**src/rtl/img_cap_seq.sv**
```systemverilog
// Capture sequencer: per-channel init with timeout/retry, framebuffer prefill, streaming, halt/restart.
// Optional per-channel frame watchdog in S_STREAM enabled by defining IMG_CAP_SEQ_WATCHDOG_EN.
module img_cap_seq #(
    parameter int NUM_CH         = 2,
    parameter int INIT_TIMEOUT   = 1000000,
    parameter int MAX_RETRY      = 3,
    parameter int PREFILL_FRAMES = 2,
    parameter int FRAME_TIMEOUT  = 4000000,
    parameter int CNT_W          = 32
) (
    input  logic              clk,
    input  logic              reset,
    input  logic [NUM_CH-1:0] init_done,
    input  logic [NUM_CH-1:0] frame_start,
    input  logic              halt,
    input  logic              restart,
    output logic [NUM_CH-1:0] init_start,
    output logic              stream_en,
    output logic              error,
    output logic [2:0]        state_o,
    output logic [1:0]        retry_cnt,
    output logic [NUM_CH-1:0] err_ch
);

    localparam int AW = (MAX_RETRY > 1) ? $clog2(MAX_RETRY + 1) : 1;
    localparam int FW = (PREFILL_FRAMES > 1) ? $clog2(PREFILL_FRAMES + 1) : 1;

    typedef enum logic [2:0] {
        S_RESET     = 3'd0,
        S_INIT      = 3'd1,
        S_INIT_WAIT = 3'd2,
        S_PREFILL   = 3'd3,
        S_STREAM    = 3'd4,
        S_IDLE      = 3'd5,
        S_ERROR     = 3'd6
    } state_t;

    if (NUM_CH < 1 || NUM_CH > 8 || INIT_TIMEOUT < 2 || MAX_RETRY < 1 ||
        PREFILL_FRAMES < 1 || FRAME_TIMEOUT < 2) begin : g_bad_params
        $error("img_cap_seq: illegal parameter combination");
    end

    state_t            state, state_nxt;
    logic [CNT_W-1:0]  timer, timer_nxt;
    logic [NUM_CH-1:0] done_latch, done_latch_nxt;
    logic [NUM_CH-1:0] done_all;
    logic [AW-1:0]     attempts, attempts_nxt;
    logic [1:0]        retry_nxt;
    logic [NUM_CH-1:0] err_ch_nxt;
    logic [FW-1:0]     cnt     [NUM_CH];
    logic [FW-1:0]     cnt_nxt [NUM_CH];
    logic              all_full;
    logic              restart_ok;

`ifdef IMG_CAP_SEQ_WATCHDOG_EN
    logic [CNT_W-1:0]  wd     [NUM_CH];
    logic [CNT_W-1:0]  wd_nxt [NUM_CH];
    logic [NUM_CH-1:0] expired;
`endif

    assign done_all   = done_latch | init_done;
    assign restart_ok = restart && (state == S_PREFILL || state == S_STREAM ||
                                    state == S_IDLE    || state == S_ERROR);

    always_comb begin
        state_nxt      = state;
        timer_nxt      = timer;
        done_latch_nxt = done_latch;
        attempts_nxt   = attempts;
        retry_nxt      = retry_cnt;
        err_ch_nxt     = err_ch;
        cnt_nxt        = cnt;
        all_full       = 1'b1;
`ifdef IMG_CAP_SEQ_WATCHDOG_EN
        wd_nxt         = wd;
        expired        = '0;
`endif
        case (state)
            S_RESET: state_nxt = S_INIT;
            S_INIT: begin
                timer_nxt      = '0;
                done_latch_nxt = '0;
                state_nxt      = S_INIT_WAIT;
            end
            S_INIT_WAIT: begin
                done_latch_nxt = done_all;
                timer_nxt      = timer + 1'b1;
                if (&done_all) begin
                    state_nxt = S_PREFILL;
                    for (int unsigned i = 0; i < NUM_CH; i++) cnt_nxt[i] = '0;
                end else if (timer == CNT_W'(INIT_TIMEOUT - 1)) begin
                    attempts_nxt = attempts + 1'b1;
                    retry_nxt    = (retry_cnt == 2'd3) ? 2'd3 : retry_cnt + 2'd1;
                    if (attempts_nxt == AW'(MAX_RETRY)) begin
                        state_nxt  = S_ERROR;
                        err_ch_nxt = ~done_all;
                    end else begin
                        state_nxt = S_INIT;
                    end
                end
            end
            S_PREFILL: begin
                // Decide on the updated counts so the state flips the cycle after the last frame.
                for (int unsigned i = 0; i < NUM_CH; i++) begin
                    if (frame_start[i] && cnt[i] != FW'(PREFILL_FRAMES))
                        cnt_nxt[i] = cnt[i] + 1'b1;
                    if (cnt_nxt[i] != FW'(PREFILL_FRAMES))
                        all_full = 1'b0;
                end
                if (all_full) begin
                    state_nxt = S_STREAM;
`ifdef IMG_CAP_SEQ_WATCHDOG_EN
                    for (int unsigned i = 0; i < NUM_CH; i++) wd_nxt[i] = '0;
`endif
                end
            end
            S_STREAM: begin
                if (halt) state_nxt = S_IDLE;
`ifdef IMG_CAP_SEQ_WATCHDOG_EN
                for (int unsigned i = 0; i < NUM_CH; i++) begin
                    expired[i] = (wd[i] == CNT_W'(FRAME_TIMEOUT - 1));
                    wd_nxt[i]  = frame_start[i] ? '0 : wd[i] + 1'b1;
                end
                if (|expired) begin
                    state_nxt  = S_ERROR;
                    err_ch_nxt = expired;
                end
`endif
            end
            S_IDLE:  state_nxt = S_IDLE;
            S_ERROR: state_nxt = S_ERROR;
            default: state_nxt = S_RESET;
        endcase

        if (restart_ok) begin
            state_nxt    = S_INIT;
            attempts_nxt = '0;
            retry_nxt    = '0;
            err_ch_nxt   = '0;
        end
    end

    always_ff @(posedge clk) begin
        if (reset) begin
            state      <= S_RESET;
            timer      <= '0;
            done_latch <= '0;
            attempts   <= '0;
            retry_cnt  <= '0;
            err_ch     <= '0;
            cnt        <= '{default: '0};
            init_start <= '0;
            stream_en  <= 1'b0;
            error      <= 1'b0;
`ifdef IMG_CAP_SEQ_WATCHDOG_EN
            wd         <= '{default: '0};
`endif
        end else begin
            state      <= state_nxt;
            timer      <= timer_nxt;
            done_latch <= done_latch_nxt;
            attempts   <= attempts_nxt;
            retry_cnt  <= retry_nxt;
            err_ch     <= err_ch_nxt;
            cnt        <= cnt_nxt;
            // Registered outputs decoded from the next state so they align with state_o.
            init_start <= (state_nxt == S_INIT) ? '1 : '0;
            stream_en  <= (state_nxt == S_STREAM);
            error      <= (state_nxt == S_ERROR);
`ifdef IMG_CAP_SEQ_WATCHDOG_EN
            wd         <= wd_nxt;
`endif
        end
    end

    assign state_o = state;

endmodule
```
**config.mk**
```make
export PLATFORM = sky130hd
export DESIGN_NAME = img_cap_seq
export DESIGN_NICKNAME = d
export VERILOG_FILES = /design/src/rtl/img_cap_seq.sv
export SDC_FILE = /design/constraint.sdc
export NUM_CORES = 1
export LEC_CHECK = 0
export ABC_CLOCK_PERIOD_IN_PS = 2000
export BUFFER_PORTS_ARGS = -buffer_cell sky130_fd_sc_hd__buf_2
export CAP_MARGIN = 10
export CORE_MARGIN = 10
export CORE_UTILIZATION = 50
export CTS_CLUSTER_SIZE = 16
export DETAILED_ROUTE_END_ITERATION = 6
export PLACE_DENSITY = 0.69
export SYNTH_ARGS = -nofsm -noshare
export SYNTH_HDL_FRONTEND = slang
export SYNTH_SLANG_ARGS = --single-unit
export TNS_END_PERCENT = 50
```
**constraint.sdc**
```tcl
create_clock -name clk -period 2 [get_ports clk]
set_input_delay 0 -clock clk [delete_from_list [all_inputs] [get_ports clk]]
set_output_delay 0 -clock clk [all_outputs]
set_load 0.02 [all_outputs]
```
==> out/metrics.cfg <==
[power_and_ir_drop]
max-vdd-ir-drop_v = 0.000469
power.density_mw_per_mm2 = 658
sequentialPowerShare_pct = 45.7
combinationalPowerShare_pct = 16.5
switching_share_pct = 26.7
p_leak_nw = 1.27
intPower_mw = 1.66
p_switching_uw = 604
power_frac_clock_pct = 37.8

[cells_and_area]
number_of_nets_in_the_finished_design = 380
layout_cell_share_with_drive_strength_beyond_1_pct = 32.8
antenna_cells = 0
post_route_non_filler_standard_cell_count = 439
post-route-util_pct = 67.6
synthToLayoutAreaGrowth_pct = 31.7
most-common-layout-cells = nor2_1, dfxtp_1, buf_4

[placement]
place_congestion = 0.883
detailed_place_hpwl_mm = 4.65
io_buffers = 18
placed_cells_incl_taps = 425

[synth]
synth_sequential_area_ratio_pct = 38.4
yosys_most_used_dff = dfxtp_1
postSynthCellCount = 315
post_synthesis_area_per_instance_um2 = 8.27
async_flop_share_pct = 0
synth.net_count = 327
post_synthesis_cell_area_mm2 = 0.00260
postSynthRegisterBits = 50
yosysWarningCount = 0
synthDominantAreaCellType = dfxtp_1
post_synth_num_cell_types = 53
ys_top_cells_by_area = dfxtp_1, nor2_1, a21oi_1
yosysTopAreaCellShare_pct = 38.4
synth_edf_count = 0

[die]
die_w_um = 92.2
core_area_mm2 = 0.00507
fp.dieH_um = 92.2
ios = 19
fp-row-count = 26
design.die.area_mm2 = 0.00850
floorplan.initialDensity_pct = 51.3

[critical_path]
crit_fanout = 5
r2r_cells = 5
crit-reg2reg-launch = state_o[1]$_SDFF_PP0_
setup.worst_path.end_class = register
arrival_ps = 2170
worst_ep_required_time_ps = 2210
worst_setup_path_start_kind = register
critical_path_class = register to register
r2r-end = timer[29]$_SDFFE_PP0P_
rrSetupSlack_ps = 40

[sta]
final.min_clock_period_ps = 1960
setup_viol = 0
maxSlewViolCount = 0
finalCritPeriodShare_pct = 97.9
slew-limit-headroom_pct = 67.3
finalHoldWorstSlack_ps = 90.3
tightestPinTransition_ps = 491
fmax_ghz = 0.511
report.final.hold_viol_count = 0
grt_setup_unrepaired = yes
post_route_setup_tns_ps = 0
fin_skew_ps = 10.6

[clock_network]
cts_tree = yes
cts_sinks = 50
clkSlewWorstSetupHoldPaths_ps = 100
cts-buffers-inserted = 5
root_buffer = clkbuf_8
worst_skew_pair.late_latency_ps = 310
number_of_buffers_between_clock_root_and_the_deepest_sink = 2
ctsHtreeMaxLevel = 2

[hold_path]
min-delay-path-class = input port to register
hold_path_depth = 4
timing.hold.worst.start = restart
worst_hold_path.endpoint = stream_en$_SDFF_PP0_

[drt]
antenna_violating_nets_post_route = 0
viasPerCell = 5.89
drt-total-wl_mm = 6.81
route.vias.total = 2584
dr.pass1.iters = 4
detail_route.drc_violations = 0
wire_per_inst_um = 15.5
dr.first_iter.drc_count = 124

[outcome]
run_status = finished, final reports clean

[global_routing]
grt_remaining_overflow = 0
maximum_number_of_pins_on_one_net_before_global_route_repair = 23
first_global_vias = 2405
grtUsageTotal_pct = 15.5
number_of_antenna_violations_at_the_first_check_in_global_routing = 0
grt_first_pass_wirelength_mm = 11.1

[job]
drv.max_cap_violation_count = 0

==> registers in the layout (all words and copies together) (netlist names) <==
name	cells
attempts	2
cnt	4
done_latch	2
err_ch	2
error	1
init_start	1
retry_cnt	2
state_o	3
stream_en	1
timer	32
==> what timing repair did <==
action / 4_1_cts / 5_1_grt
setup endpoints to repair: 7 / 17
pin swaps: 2 / 12
gates cloned: 0 / 0
setup buffers: 2 / 2
endpoints found under the hold margin: 2 / 0
resized for setup: 3 / 37
hold buffers: 2 / 0
==> worst max path at each step <==
stage / from / endpoint / slack, ps / cells past startpoint
floorplan: state_o[1]$_SDFF_PP0_ / timer[29]$_SDFFE_PP0P_ / -8 / 6
global placement: timer[18]$_SDFFE_PP0P_ / timer[29]$_SDFFE_PP0P_ / -2 / 4
detailed placement: cnt[0]$_SDFFE_PP0P_ / stream_en$_SDFF_PP0_ / -90 / 7
CTS: timer[10]$_SDFFE_PP0P_ / init_start[0]$_SDFF_PP0_ / -20 / 5
global route: cnt[1]$_SDFFE_PP0P_ / stream_en$_SDFF_PP0_ / -30 / 6
finish: state_o[1]$_SDFF_PP0_ / timer[29]$_SDFFE_PP0P_ / 40 / 5
==> metrics by stage <==
stage          instance area, µm²  worst slack, ps  power, mW
5_1_grt                      3430            -32.1       2.36
6_report                     3430             41.7       2.26
2_1_floorplan                2630            -7.58       1.29
4_1_cts                      3200            -18.1       2.24
3_3_place_gp                 3020            -1.54       1.38
3_5_place_dp                 3020            -85.5       1.38
==> routing by layer <==
layer  vias up  share of wire, %  routed length [µm]  track usage, %
met1      1247                45                3040            19.0
met5         -                 0                   0               0
li1       1284                 -                   -               -
met2        42                50                3410            26.1
met4         0               1.8                 125            5.66
met3        11               3.3                 227            3.02
==> synth_stat cells, types with 4 or more instances <==
| master | n |
|---|---|
| nor3_1 | 9 |
| clkbuf_1 | 10 |
| mux2_2 | 7 |
| o21ai_0 | 9 |
| nand4_1 | 8 |
| a311oi_1 | 4 |
| inv_1 | 12 |
| nor4_1 | 7 |
| nor2_1 | 43 |
| nand2_1 | 22 |
| a21oi_1 | 24 |
| nor4b_1 | 6 |
| dfxtp_1 | 50 |
| nor3b_1 | 4 |
| or4_1 | 6 |
| ha_1 | 4 |
| and3_1 | 5 |
| nand3_1 | 19 |
| or3_1 | 5 |
| o211ai_1 | 5 |
| mux2i_1 | 5 |
| or2_2 | 4 |
==> worst max-delay path: stages (launching register included) <==
cell and delay, ps:
dfxtp_4 370, or3b_4 430, nor3_4 230, nand2_2 170, nor4b_4 310, mux2_2 350
==> kinds of logic after synthesis <==
| logic type | Yosys count | synth area share [%] |
|---|---|---|
| xor+xnor | 1 | 0.336 |
| mux | 12 | 4.95 |
| fa+ha+maj | 5 | 2.31 |
| simple gates | 157 | 34.1 |
| compound gates | 62 | 15.2 |
| flops | 50 | 38.4 |
| buf+inv | 28 | 4.71 |
==> layout make-up <==
cell class	count	area, µm²
multi-input cells	237	1720
fillers	426	1640
flip-flops and latches	50	1010
repair buffers	62	425
well taps	70	87.6
clock buffers	5	68.8
clock inverters	3	68.8
inverters	12	45.0
==> power by group through the flow <==
stage	sequential, mW	combinational (mW)	clock [mW]
final	1.03	0.373	0.854
after global routing	1.03	0.410	0.913
after CTS	1.03	0.337	0.874
after detailed placement	1.05	0.331	0
after global placement	1.05	0.328	0
after floorplan	1.07	0.218	0
Power figures use the tool's default switching activity.
